<file path="config.mk">
export PLATFORM = sky130hd
export DESIGN_NAME = barrel_unshift_seq
export DESIGN_NICKNAME = d
export VERILOG_FILES = /design/src/rtl/barrel_pkg.sv /design/src/rtl/rotate1.sv /design/src/rtl/barrel_unshift_seq.sv
export SDC_FILE = /design/constraint.sdc
export NUM_CORES = 1
export LEC_CHECK = 0
export ABC_CLOCK_PERIOD_IN_PS = 1550
export CORE_MARGIN = 4
export CORE_UTILIZATION = 35
export CTS_CLUSTER_DIAMETER = 200
export CTS_CLUSTER_SIZE = 20
export DETAILED_ROUTE_END_ITERATION = 8
export DONT_BUFFER_PORTS = 1
export PLACE_DENSITY_LB_ADDON = 0.2
export RECOVER_POWER = 50
export SYNTH_ARGS = -nofsm -noshare
export SYNTH_HDL_FRONTEND = slang
export SYNTH_SLANG_ARGS = --single-unit
</file>
<file path="constraint.sdc">
create_clock -name CLK -period 1.55 [get_ports CLK]
set_input_delay 0.0775 -clock CLK [delete_from_list [all_inputs] [get_ports CLK]]
set_output_delay 0.0775 -clock CLK [all_outputs]
set_load 0.01 [all_outputs]
</file>
<file path="src/rtl/barrel_pkg.sv">
// Shared definitions for the sequential rotate/unrotate block: FSM states,
// rotate-direction encodings and the default data width.
package barrel_pkg;

   localparam int DEFAULT_WIDTH = 4;

   // Direction encodings: right rotate undoes a left-rotating barrel shifter
   localparam logic DIR_ROR = 1'b0;
   localparam logic DIR_ROL = 1'b1;

   typedef enum logic [1:0] {
      IDLE  = 2'd0,
      SHIFT = 2'd1,
      DONE  = 2'd2
   } state_t;

endpackage : barrel_pkg

</file>
<file path="src/rtl/rotate1.sv">
// Combinational single-bit rotate of a WIDTH-bit word, direction selectable.
module rotate1
   import barrel_pkg::*;
#(
   parameter int WIDTH = DEFAULT_WIDTH
) (
   input  logic [WIDTH-1:0] data,
   input  logic             dir,
   output logic [WIDTH-1:0] data_out
);

   // Each output bit picks its wrap-around neighbour: the bit below for a left
   // rotate, the bit above for a right rotate, so no bit is ever lost.
   generate
      for (genvar gi = 0; gi < WIDTH; gi++) begin : g_bit
         localparam int LEFT_SRC  = (gi + WIDTH - 1) % WIDTH;
         localparam int RIGHT_SRC = (gi + 1) % WIDTH;
         assign data_out[gi] = (dir == DIR_ROL) ? data[LEFT_SRC] : data[RIGHT_SRC];
      end
   endgenerate

endmodule : rotate1

</file>
<file path="src/rtl/barrel_unshift_seq.sv">
// Sequential rotator: accepts a word, rotates it one bit per clock by the
// requested amount, then holds the result until the consumer takes it.
module barrel_unshift_seq
   import barrel_pkg::*;
#(
   parameter int WIDTH = DEFAULT_WIDTH
) (
   input  logic             CLK,
   input  logic             RST_N,
   input  logic             IN_VALID,
   output logic             IN_READY,
   input  logic [WIDTH-1:0] DIN,
   input  logic [$clog2(WIDTH)-1:0] SEL,
   input  logic             DIR,
   output logic             OUT_VALID,
   input  logic             OUT_READY,
   output logic [WIDTH-1:0] DOUT,
   output logic             BUSY
);

   localparam int SEL_W = $clog2(WIDTH);

   state_t             state_q, state_d;
   logic [WIDTH-1:0]   data_q, data_d;
   logic [SEL_W-1:0]   cnt_q, cnt_d;
   logic               dir_q, dir_d;
   logic               in_ready_q, in_ready_d;
   logic               out_valid_q, out_valid_d;
   logic               busy_q, busy_d;
   logic [WIDTH-1:0]   rot_data;

   rotate1 #(
      .WIDTH    (WIDTH)
   ) u_rotate1 (
      .data     (data_q),
      .dir      (dir_q),
      .data_out (rot_data)
   );

   // Next-state, datapath and handshake outputs derived from the next state
   always_comb begin
      state_d = state_q;
      data_d  = data_q;
      cnt_d   = cnt_q;
      dir_d   = dir_q;
      case (state_q)
         IDLE: begin
            if (IN_VALID) begin
               data_d  = DIN;
               cnt_d   = SEL;
               dir_d   = DIR;
               state_d = (SEL == '0) ? DONE : SHIFT;
            end
         end
         SHIFT: begin
            data_d = rot_data;
            cnt_d  = cnt_q - SEL_W'(1);
            if (cnt_q == SEL_W'(1)) begin
               state_d = DONE;
            end
         end
         DONE: begin
            if (OUT_READY) begin
               state_d = IDLE;
            end
         end
         default: begin
            state_d = IDLE;
         end
      endcase
      // Outputs are registered so they change exactly on the state edge
      in_ready_d  = (state_d == IDLE);
      out_valid_d = (state_d == DONE);
      busy_d      = (state_d != IDLE);
   end

   // State and output registers; reset wins over any handshake in the same cycle
   always_ff @(posedge CLK) begin
      if (!RST_N) begin
         state_q     <= IDLE;
         data_q      <= '0;
         cnt_q       <= '0;
         dir_q       <= 1'b0;
         in_ready_q  <= 1'b1;
         out_valid_q <= 1'b0;
         busy_q      <= 1'b0;
      end else begin
         state_q     <= state_d;
         data_q      <= data_d;
         cnt_q       <= cnt_d;
         dir_q       <= dir_d;
         in_ready_q  <= in_ready_d;
         out_valid_q <= out_valid_d;
         busy_q      <= busy_d;
      end
   end

   assign IN_READY  = in_ready_q;
   assign OUT_VALID = out_valid_q;
   assign BUSY      = busy_q;
   assign DOUT      = data_q;

endmodule : barrel_unshift_seq
</file>
==> impl_metrics.tcl <==
set metrics [dict create \
    timing.final.max_slew_violations 0 \
    yosys_warnings 0 \
    synth.distinct_cells 22 \
    crit_path_end_kind "flip-flop" \
    layout_cells_sized_above_1_pct 17.46 \
    fin_setup_tns_ns 0 \
    synthSimpleGateAreaFrac_pct 13.22 \
    core_area_um2 1577 \
    dieWidth_um 49.60 \
    synthDominantAreaCellType "sky130_fd_sc_hd__dfxtp_1" \
    worst_slew_pin_slew_ns 0.3658 \
    cts.repair_timing.setup_buffer_count 0 \
    multi_input_area_um2 332.8 \
    synth-edff-count 0 \
    placement.io_buffers 0 \
    cts_made_buffers 3 \
    synthesis.area_um2 605.6 \
    drt_iter0_markers 10 \
    synth-compound-area-share_pct 21.28 \
    place.detailed.instances 74 \
    insertedDiodeCount 0 \
    detail-route-antenna-nets 0 \
    first_pass_iters 3 \
    area_delta_synth_final_pct 8.678 \
    post_cts_resized 0 \
    antenna_violations_before_repair 0 \
    grt_pass1_wl_um 1918 \
    met2WireLength_um 503 \
    place_congestion 0.7690 \
    topRoutingLayerUsed "met3" \
    grt_pass1_vias 426 \
    synth-xor-area-share_pct 0 \
    rsz_0062_raised_after_global_routing "false" \
    synthCells 60 \
    cts.sinks 12 \
    grt_overflow_total 0 \
    finalNetCount 77 \
    cap_violations 0 \
    cts-hold-fix-buffers 2 \
    root_buffer "sky130_fd_sc_hd__clkbuf_4" \
    yosysTopAreaCellShare_pct 39.67 \
    yosys.area_share.adder_pct 2.066 \
    clkTransAtPathRegs_ns 0.08 \
    dieArea_um2 2460 \
    timing.critical_path.slowest_stage_cell "sky130_fd_sc_hd__dfxtp_1" \
    average_detailed_routed_wire_length_per_instance_um 14.66 \
    critPathRequiredTime_ns 1.76 \
    hpwl_detailed_um 826.7 \
    setup.worst_path.start_class "flip-flop" \
    ff_latch_area_um2 240.2 \
    routed_via_density 5.582 \
    drcViolationCount 0 \
    routedLengthMet1_um 580 \
    effective_utilization_at_floorplan_pct 38.41 \
    power.static_leakage_nw 0.2736 \
    cts_max_path_buffers 2 \
    power.density_cell_area_nw_per_um2 1081 \
    grt_start_max_net_pins 11 \
    die_height_um 49.60 \
    grt.total_usage_pct 10.04 \
    finalSetupViolations 0 \
    fmax_mhz 754.6 \
    path_common_cell "sky130_fd_sc_hd__nor2_1" \
    min_path_type "in -> reg" \
    finalHoldViolations 0 \
    max_stage_delay_ns 0.39 \
    fin_crit_ns 1.325 \
    yosys-top-cells-area "sky130_fd_sc_hd__dfxtp_1 (40%), sky130_fd_sc_hd__mux2_2 (9.3%), sky130_fd_sc_hd__mux2_1 (7.4%), sky130_fd_sc_hd__a22o_1 (5.8%), sky130_fd_sc_hd__o311a_1 (5.0%)" \
    critical_path.cell_chain "clkbuf_1 -> nor2_1 -> nor2_1 -> a22o_1" \
    run_status "complete, no violations" \
    syn_area_per_cell_um2 10.09 \
    period_share_pct 85.49 \
    maxSlewHeadroom_pct 75.27 \
    synth_ff_type "sky130_fd_sc_hd__dfxtp_1" \
    ys_async_sr_fraction_pct 0 \
    timing.critical_path.arrival_ns 1.54 \
    synth_top_family_by_area "compound AO/OA/AOI/OAI gates" \
    synth.area.mux_share_pct 18.39 \
    fill_cells 161 \
    cts_max_level 1 \
    detailroute.via_count 441 \
    cts_tree "done" \
    vdd.ir_drop.worst_mv 0.3702 \
    path_delay_family "flip-flops" \
    final_cells 79 \
    seq_area_frac_synth_pct 39.67 \
    num_io_pins 18 \
    synth_seq_cells 12 \
    drt-total-wl_um 1158 \
    timing.clock.skew_ns 0.008048 \
    worst-setup-path-type "reg -> reg" \
    rows 14 \
    worstPathMaxFanout 9 \
    clock_latency_on_the_worst_skew_pair_ns 0.27 \
    count_of_buffering_cells_on_the_critical_path_with_inverters_included 1 \
    synth_nets 72 \
    wl_met3_um 74 \
]
==> cells in the final DEF, fill, tap and decap left out <==
| cell | count |
|---|---|
| sky130_fd_sc_hd__a21oi_1 | 3 |
| sky130_fd_sc_hd__a22o_1 | 4 |
| sky130_fd_sc_hd__clkbuf_1 | 1 |
| sky130_fd_sc_hd__clkbuf_4 | 3 |
| sky130_fd_sc_hd__dfxtp_1 | 12 |
| sky130_fd_sc_hd__dlygate4sd3_1 | 2 |
| sky130_fd_sc_hd__ha_1 | 1 |
| sky130_fd_sc_hd__inv_1 | 5 |
| sky130_fd_sc_hd__mux2_1 | 4 |
| sky130_fd_sc_hd__mux2_2 | 5 |
| sky130_fd_sc_hd__mux2i_1 | 1 |
| sky130_fd_sc_hd__nand2b_1 | 1 |
| sky130_fd_sc_hd__nor2_1 | 3 |
| sky130_fd_sc_hd__nor2b_1 | 4 |
| sky130_fd_sc_hd__nor2b_4 | 1 |
| sky130_fd_sc_hd__nor3b_1 | 2 |
| sky130_fd_sc_hd__nor4b_1 | 1 |
| sky130_fd_sc_hd__o21a_1 | 1 |
| sky130_fd_sc_hd__o21ai_0 | 3 |
| sky130_fd_sc_hd__o21ai_1 | 1 |
| sky130_fd_sc_hd__o21ba_2 | 1 |
| sky130_fd_sc_hd__o221a_2 | 1 |
| sky130_fd_sc_hd__o311a_1 | 3 |
==> per-stage QoR <==
stage / util, % / hold slack [ns] / power (W) / instance area (um^2) / setup WS (ns)
2_1_floorplan: - / 0.2470 / 0.0004990 / 605.6 / 0.2985
3_3_place_gp: 39.29 / 0.1658 / 0.0005214 / 619.3 / 0.2522
3_5_place_dp: 39.29 / 0.1733 / 0.0005203 / 619.3 / 0.2390
4_1_cts: 41.98 / 0.05385 / 0.0007247 / 661.9 / 0.2293
5_1_grt: 41.75 / 0.06020 / 0.0007579 / 658.1 / 0.1043
6_report: 41.75 / 0.06540 / 0.0007117 / 658.1 / 0.2249
==> sequential cells by signal (all words and copies together), names as in the netlist <==
signal / count
state_q: 2
cnt_q: 2
OUT_VALID: 1
BUSY: 1
IN_READY: 1
dir_q: 1
DOUT: 4
==> layout make-up <==
type / count / share of cell area (%)
Clock buffer: 3 / 3.422
Inverter: 5 / 2.852
Multi-Input combinational cell: 40 / 50.57
Sequential cell: 12 / 36.50
Tap cell: 16 / 3.042
Timing Repair Buffer: 3 / 3.612
==> path summary, 6_finish.rpt <==
path | from | to | slack (ns) | cells after the start
max | state_q[0]$_SDFF_PN0_ | DOUT[3]$_SDFFE_PN0P_ | 0.22 | 4
min | DIN[2] | DOUT[2]$_SDFFE_PN0P_ | 0.07 | 2
max reg2reg | state_q[0]$_SDFF_PN0_ | DOUT[3]$_SDFFE_PN0P_ | 0.22 | 4
min reg2reg | cnt_q[1]$_SDFFE_PN0P_ | cnt_q[1]$_SDFFE_PN0P_ | 0.54 | 1
==> Yosys cell counts (all sizes together) (2+ instances only) <==
library cell  count
nor2              3
a21oi             3
o21ai             4
nor3b             2
mux2              9
o311a             3
buf               3
a22o              4
nor2b             5
dfxtp            12
inv               5
==> cell families (layout without fill, tap and decap cells) <==
logic type / Yosys count / after routing
mux: 10 / 10
buf+inv: 8 / 11
fa+ha+maj: 1 / 1
compound gates: 17 / 17
simple gates: 12 / 12
flops: 12 / 12
==> per-layer routing <==
| metal | up-vias | track usage, % |
|---|---|---|
| li1 | 227 | - |
| met1 | 205 | 13.48 |
| met2 | 9 | 13.88 |
| met3 | 0 | 4.217 |
| met4 | 0 | 4.147 |
| met5 | - | 0 |
==> report_power, final <==
part,switching (W),internal (W)
sequential,0.0000406,0.000342
clock,0.000105,0.0000897
combinational,0.0000570,0.0000769
total,0.000203,0.000509
Note: power is estimated with default switching activity, not from simulation.
